--- src/rtl/switch_ctrl.sv ---
// ============================================================================
// Module      : switch_ctrl
// Description : MMIO switch input controller: synchronise, debounce, latch
//               edge events (W1C) and raise a maskable level interrupt.
// Revision    : 1.0 - initial release
// ============================================================================
`default_nettype none

module switch_ctrl #(
    parameter int          WIDTH       = 24,
    parameter logic [31:0] BASE_ADDR   = 32'hFFFFF070,
    parameter int          TICK_DIV    = 50000,
    parameter int          DEB_SAMPLES = 4,
    parameter int          EDGE_MODE   = 0
) (
    input  logic             clk,
    input  logic             rst_n,
    input  logic [31:0]      addr,
    input  logic             rd_en,
    input  logic             wr_en,
    input  logic [31:0]      wdata,
    input  logic [WIDTH-1:0] sw,
    output logic [31:0]      rdata,
    output logic             irq
);

    localparam int                 c_cnt_w      = $clog2(TICK_DIV);
    localparam logic [c_cnt_w-1:0] c_cnt_max    = c_cnt_w'(TICK_DIV - 1);
    localparam logic [31:0]        c_addr_data  = BASE_ADDR;
    localparam logic [31:0]        c_addr_raw   = BASE_ADDR + 32'h4;
    localparam logic [31:0]        c_addr_edge  = BASE_ADDR + 32'h8;
    localparam logic [31:0]        c_addr_irqen = BASE_ADDR + 32'hC;

    logic [WIDTH-1:0]       r_s1_q, w_s1_d;
    logic [WIDTH-1:0]       r_s2_q, w_s2_d;
    logic [c_cnt_w-1:0]     r_cnt_q, w_cnt_d;
    logic                   w_tick;
    logic [DEB_SAMPLES-1:0] r_hist_q [WIDTH];
    logic [DEB_SAMPLES-1:0] w_hist_d [WIDTH];
    logic [WIDTH-1:0]       r_stable_q, w_stable_d;
    logic [WIDTH-1:0]       r_stable_prev_q, w_stable_prev_d;
    logic [WIDTH-1:0]       r_edge_q, w_edge_d;
    logic [WIDTH-1:0]       r_irq_en_q, w_irq_en_d;
    logic [31:0]            r_rdata_q, w_rdata_d;
    logic                   r_irq_q, w_irq_d;

    logic [WIDTH-1:0]       w_rise, w_fall, w_edge_set, w_edge_clr;
    logic                   w_wr_edge, w_wr_irqen;
    logic [31:0]            w_rd_reg;
    logic                   w_rd_hit;

    generate
        if (WIDTH < 32) begin : g_wdata_pad
            logic w_unused_wdata;
            assign w_unused_wdata = ^wdata[31:WIDTH];
        end
    endgenerate

    assign w_tick = (r_cnt_q == c_cnt_max);

    always_comb begin
        w_s1_d          = sw;
        w_s2_d          = r_s1_q;
        w_cnt_d         = w_tick ? '0 : r_cnt_q + c_cnt_w'(1);
        w_stable_prev_d = r_stable_q;
        w_stable_d      = r_stable_q;
        for (int i = 0; i < WIDTH; i++) begin
            w_hist_d[i] = r_hist_q[i];
            if (w_tick) begin
                w_hist_d[i] = {r_hist_q[i][DEB_SAMPLES-2:0], r_s2_q[i]};
                if (&w_hist_d[i]) begin
                    w_stable_d[i] = 1'b1;
                end else if (~|w_hist_d[i]) begin
                    w_stable_d[i] = 1'b0;
                end
            end
        end
    end

    always_comb begin
        w_rise = r_stable_q & ~r_stable_prev_q;
        w_fall = ~r_stable_q & r_stable_prev_q;
        if (EDGE_MODE == 0) begin
            w_edge_set = w_rise;
        end else if (EDGE_MODE == 1) begin
            w_edge_set = w_fall;
        end else begin
            w_edge_set = w_rise | w_fall;
        end

        w_wr_edge  = wr_en && (addr == c_addr_edge);
        w_wr_irqen = wr_en && (addr == c_addr_irqen);
        w_edge_clr = w_wr_edge ? wdata[WIDTH-1:0] : '0;
        // A new event in the same cycle as its clear must not be lost.
        w_edge_d   = (r_edge_q & ~w_edge_clr) | w_edge_set;
        w_irq_en_d = w_wr_irqen ? wdata[WIDTH-1:0] : r_irq_en_q;
        w_irq_d    = |(r_edge_q & r_irq_en_q);

        w_rd_reg = '0;
        w_rd_hit = 1'b1;
        case (addr)
            c_addr_data:  w_rd_reg[WIDTH-1:0] = r_stable_q;
            c_addr_raw:   w_rd_reg[WIDTH-1:0] = r_s2_q;
            c_addr_edge:  w_rd_reg[WIDTH-1:0] = r_edge_q;
            c_addr_irqen: w_rd_reg[WIDTH-1:0] = r_irq_en_q;
            default:      w_rd_hit = 1'b0;
        endcase
        w_rdata_d = (rd_en && w_rd_hit) ? w_rd_reg : r_rdata_q;
    end

    always_ff @(posedge clk) begin
        if (!rst_n) begin
            r_s1_q          <= '0;
            r_s2_q          <= '0;
            r_cnt_q         <= '0;
            r_stable_q      <= '0;
            r_stable_prev_q <= '0;
            r_edge_q        <= '0;
            r_irq_en_q      <= '0;
            r_rdata_q       <= '0;
            r_irq_q         <= 1'b0;
            for (int i = 0; i < WIDTH; i++) begin
                r_hist_q[i] <= '0;
            end
        end else begin
            r_s1_q          <= w_s1_d;
            r_s2_q          <= w_s2_d;
            r_cnt_q         <= w_cnt_d;
            r_stable_q      <= w_stable_d;
            r_stable_prev_q <= w_stable_prev_d;
            r_edge_q        <= w_edge_d;
            r_irq_en_q      <= w_irq_en_d;
            r_rdata_q       <= w_rdata_d;
            r_irq_q         <= w_irq_d;
            for (int i = 0; i < WIDTH; i++) begin
                r_hist_q[i] <= w_hist_d[i];
            end
        end
    end

    assign rdata = r_rdata_q;
    assign irq   = r_irq_q;

endmodule

`default_nettype wire

--- config.mk ---
export PLATFORM = sky130hd
export DESIGN_NAME = switch_ctrl
export DESIGN_NICKNAME = d
export VERILOG_FILES = /design/src/rtl/switch_ctrl.sv
export SDC_FILE = /design/constraint.sdc
export NUM_CORES = 1
export LEC_CHECK = 0
export CORE_MARGIN = 2
export CORE_UTILIZATION = 30
export CTS_BUF_LIST = sky130_fd_sc_hd__clkbuf_16
export DETAILED_ROUTE_END_ITERATION = 16
export PLACE_DENSITY = 0.54
export SLEW_MARGIN = 20
export SYNTH_ARGS = -nofsm -noshare
export SYNTH_HDL_FRONTEND = slang
export SYNTH_SLANG_ARGS = --single-unit
--- constraint.sdc ---
create_clock -name clk -period 2.4 [get_ports clk]
set_clock_uncertainty 0.2 [all_clocks]
set_input_delay 0.24 -clock clk [delete_from_list [all_inputs] [get_ports clk]]
set_output_delay 0.24 -clock clk [all_outputs]
set_load 0.05 [all_outputs]
==> reports/results.tsv <==
metric	value	unit
pwr/cell area	661	nW/um2
layout cells sized above 1	8.55	%
Crit Path Class	reg -> reg	
clock slew at reported path FFs	0.06	ns
Final Hold Viols	0	
Core Area	35500	um2
Final Cycle Share	93.0	%
fin worst setup slack	0.169	ns
Setup violations, final	0	
GRT overflow	0	
routed vias/inst	5.14	
layout net count	1278	
Synth Instances	1110	
commonest cells after routing, fill and taps aside	257 x dfxtp_1, 106 x clkdlybuf4s50_1, 101 x nand2_1	
Place WS	-0.153	ns
slew margin rel.	64.5	%
Worst Hold Margin	0.0700	ns
share of synthesized registers carrying an async set or reset	0	%
slowest CP cell	or3_2	
setup repair after global routing missed its margin	no	
post-DR wirelength/cell	17.0	um
worst-path cell chain	ha_1, nand3_1, or3_2, buf_4, o21ai_0, a21boi_1	
Fmax	0.448	GHz
status	finished, final reports clean	
first drt pass iteration count	5	
HP Class	in -> reg	
Residual DRC	0	
Setup TNS Final	0	ns
die width	193	um
Cell variety after synth	45	
synthesis-to-layout area growth	22.3	%
Leakage	4.64	nW
total number of vias	8564	
critical path's top delay family	simple AND/OR/NAND/NOR gates	
row count	69	
die area	37400	um2
initial antenna violation count	0	
Max IR drop VDD	0.489	mV
crit path DAT	2.46	ns
critical path's largest stage delay	0.53	ns
diode count	0	
CTS-repair resized insts	0	
Post-Layout Cell Count	1665	
Fillers	3588	
Placed Cells	1616	
PortBufs	108	
sequential-to-total area share from yosys stat	47.8	%
minimum clock period	2.23	ns
WP buf/inv	1	
die height	193	um
#FFs+latches synth	257	
Post-CTS Setup Inserts	0	
CTS Buf Count	28	
Post-Syn Area	10800	um2
Syn Area/Cell	9.70	um2
CTS tree	done	
CP endpoint kind	flip-flop	
Sink Count	257	
largest net degree at the start of global routing	84	
Slew Limit Fails	0	
Detail Route Antenna Nets	0	
reg-to-reg setup timing slack	0.17	ns
Yosys top cell by area	dfxtp_1	
Primary FF master, synth	dfxtp_1	
routed wire length	28300	um
Longest Clk Path Bufs	3	
# IOs	125	
most common cell after layout, fill and taps aside	dfxtp_1	
Max Cap Viol	0	
Initial DRC Count	680	
Req. time, crit path	2.62	ns
Post-synth EDFFs	0	
largest cells by area after synthesis	dfxtp_1 48%, mux4_2 5.0%, a21boi_1 4.9%, mux2i_1 4.5%, and2_1 4.3%	
warning count from the yosys run	0	
total track usage	14.7	%
CP max FO	48	
Starting Density	30.3	%
H-tree Lvls	1	
final core occ	37.1	%
DP HPWL	18600	um
CP startpoint kind	flip-flop	
vias in the first global route	8107	
worst skew pair latency	0.55	ns
cts hold-fix bufs	0	
top cell type's share of synthesized area	47.8	%
GP Congestion	0.773	
CTS root buf	clkbuf_16	
first-pass GRT wire length	45200	um
Worst-Margin Slew	0.531	ns
-- layer usage --
| layer | wire, um | GRT usage (%) |
|---|---|---|
| met5 | 0 | 0 |
| met4 | 422 | 3.00 |
| met3 | 1190 | 2.16 |
| met2 | 12600 | 23.1 |
| met1 | 14100 | 21.3 |
-- power breakdown --
group	internal [W]	switching (W)	leakage, nW
clock	0.00221	0.00173	0.426
combinational	0.000217	0.000202	2.13
sequential	0.00431	0.0000361	2.08
total	0.00673	0.00197	4.64
-- stage by stage --
stage / power [W] / cell area [um2]
2_1_floorplan: 0.00464 / 10800
3_3_place_gp: 0.00486 / 12300
3_5_place_dp: 0.00486 / 12300
4_1_cts: 0.00884 / 13200
5_1_grt: 0.00901 / 13200
6_report: 0.00870 / 13200
-- Yosys cell counts, drive strengths merged (2+ instances only) --
library cell    n
a22oi          12
and3            5
nor4            4
o21a           24
and4            2
mux4           24
nand3          82
nand4b          5
or3             4
a21oi           3
clkbuf         65
o21ai          75
or4            25
dfxtp         257
buf            36
nor2           13
nand2         102
o31a           25
nor3           25
a32o           24
mux2i          48
a21boi         72
nand4          59
or4bb           2
and2           74
inv            25
xor2           10
-- area by class of cell --
class                      count  area (um2)  area share [%]
multi-input combinational    734        5090            38.6
timing repair buffer         139        1440            10.9
inverter                      25        93.8           0.713
clock buffer                  28         701            5.32
sequential                   257        5140            39.1
clock inverter                21         126           0.960
tap                          461         577            4.38
-- flip-flops by register name (all words and copies together), names as in the netlist --
name and cells:
r_edge_q 24, r_hist_q 72, r_stable_prev_q 24, irq 1
r_cnt_q 16, r_stable_q 24, r_s2_q 24, rdata 24
r_irq_en_q 24, r_s1_q 24
-- path summary, 6_finish.rpt --
path                            startpoint               to  cells past startpoint
worst max-delay path            r_cnt_q[0]  r_hist_q[2][20]                      6
worst min-delay path                 rst_n       r_s1_q[23]                      2
worst max register to register  r_cnt_q[0]  r_hist_q[2][20]                      6
worst min register to register  r_s1_q[13]       r_s2_q[13]                      1
-- kinds of logic (layout without fill, tap and decap cells) --
group	count (synthesis)	in the layout	share of synthesized area, %
simple gates	406	406	20.7
flops	257	257	47.8
compound gates	236	236	15.6
buf+inv	126	213	5.44
mux	72	72	9.48
xor+xnor	11	11	0.895
fa+ha+maj	1	1	0.116
other cells	1	8	0.0348
(Power assumes the default switching activity.)
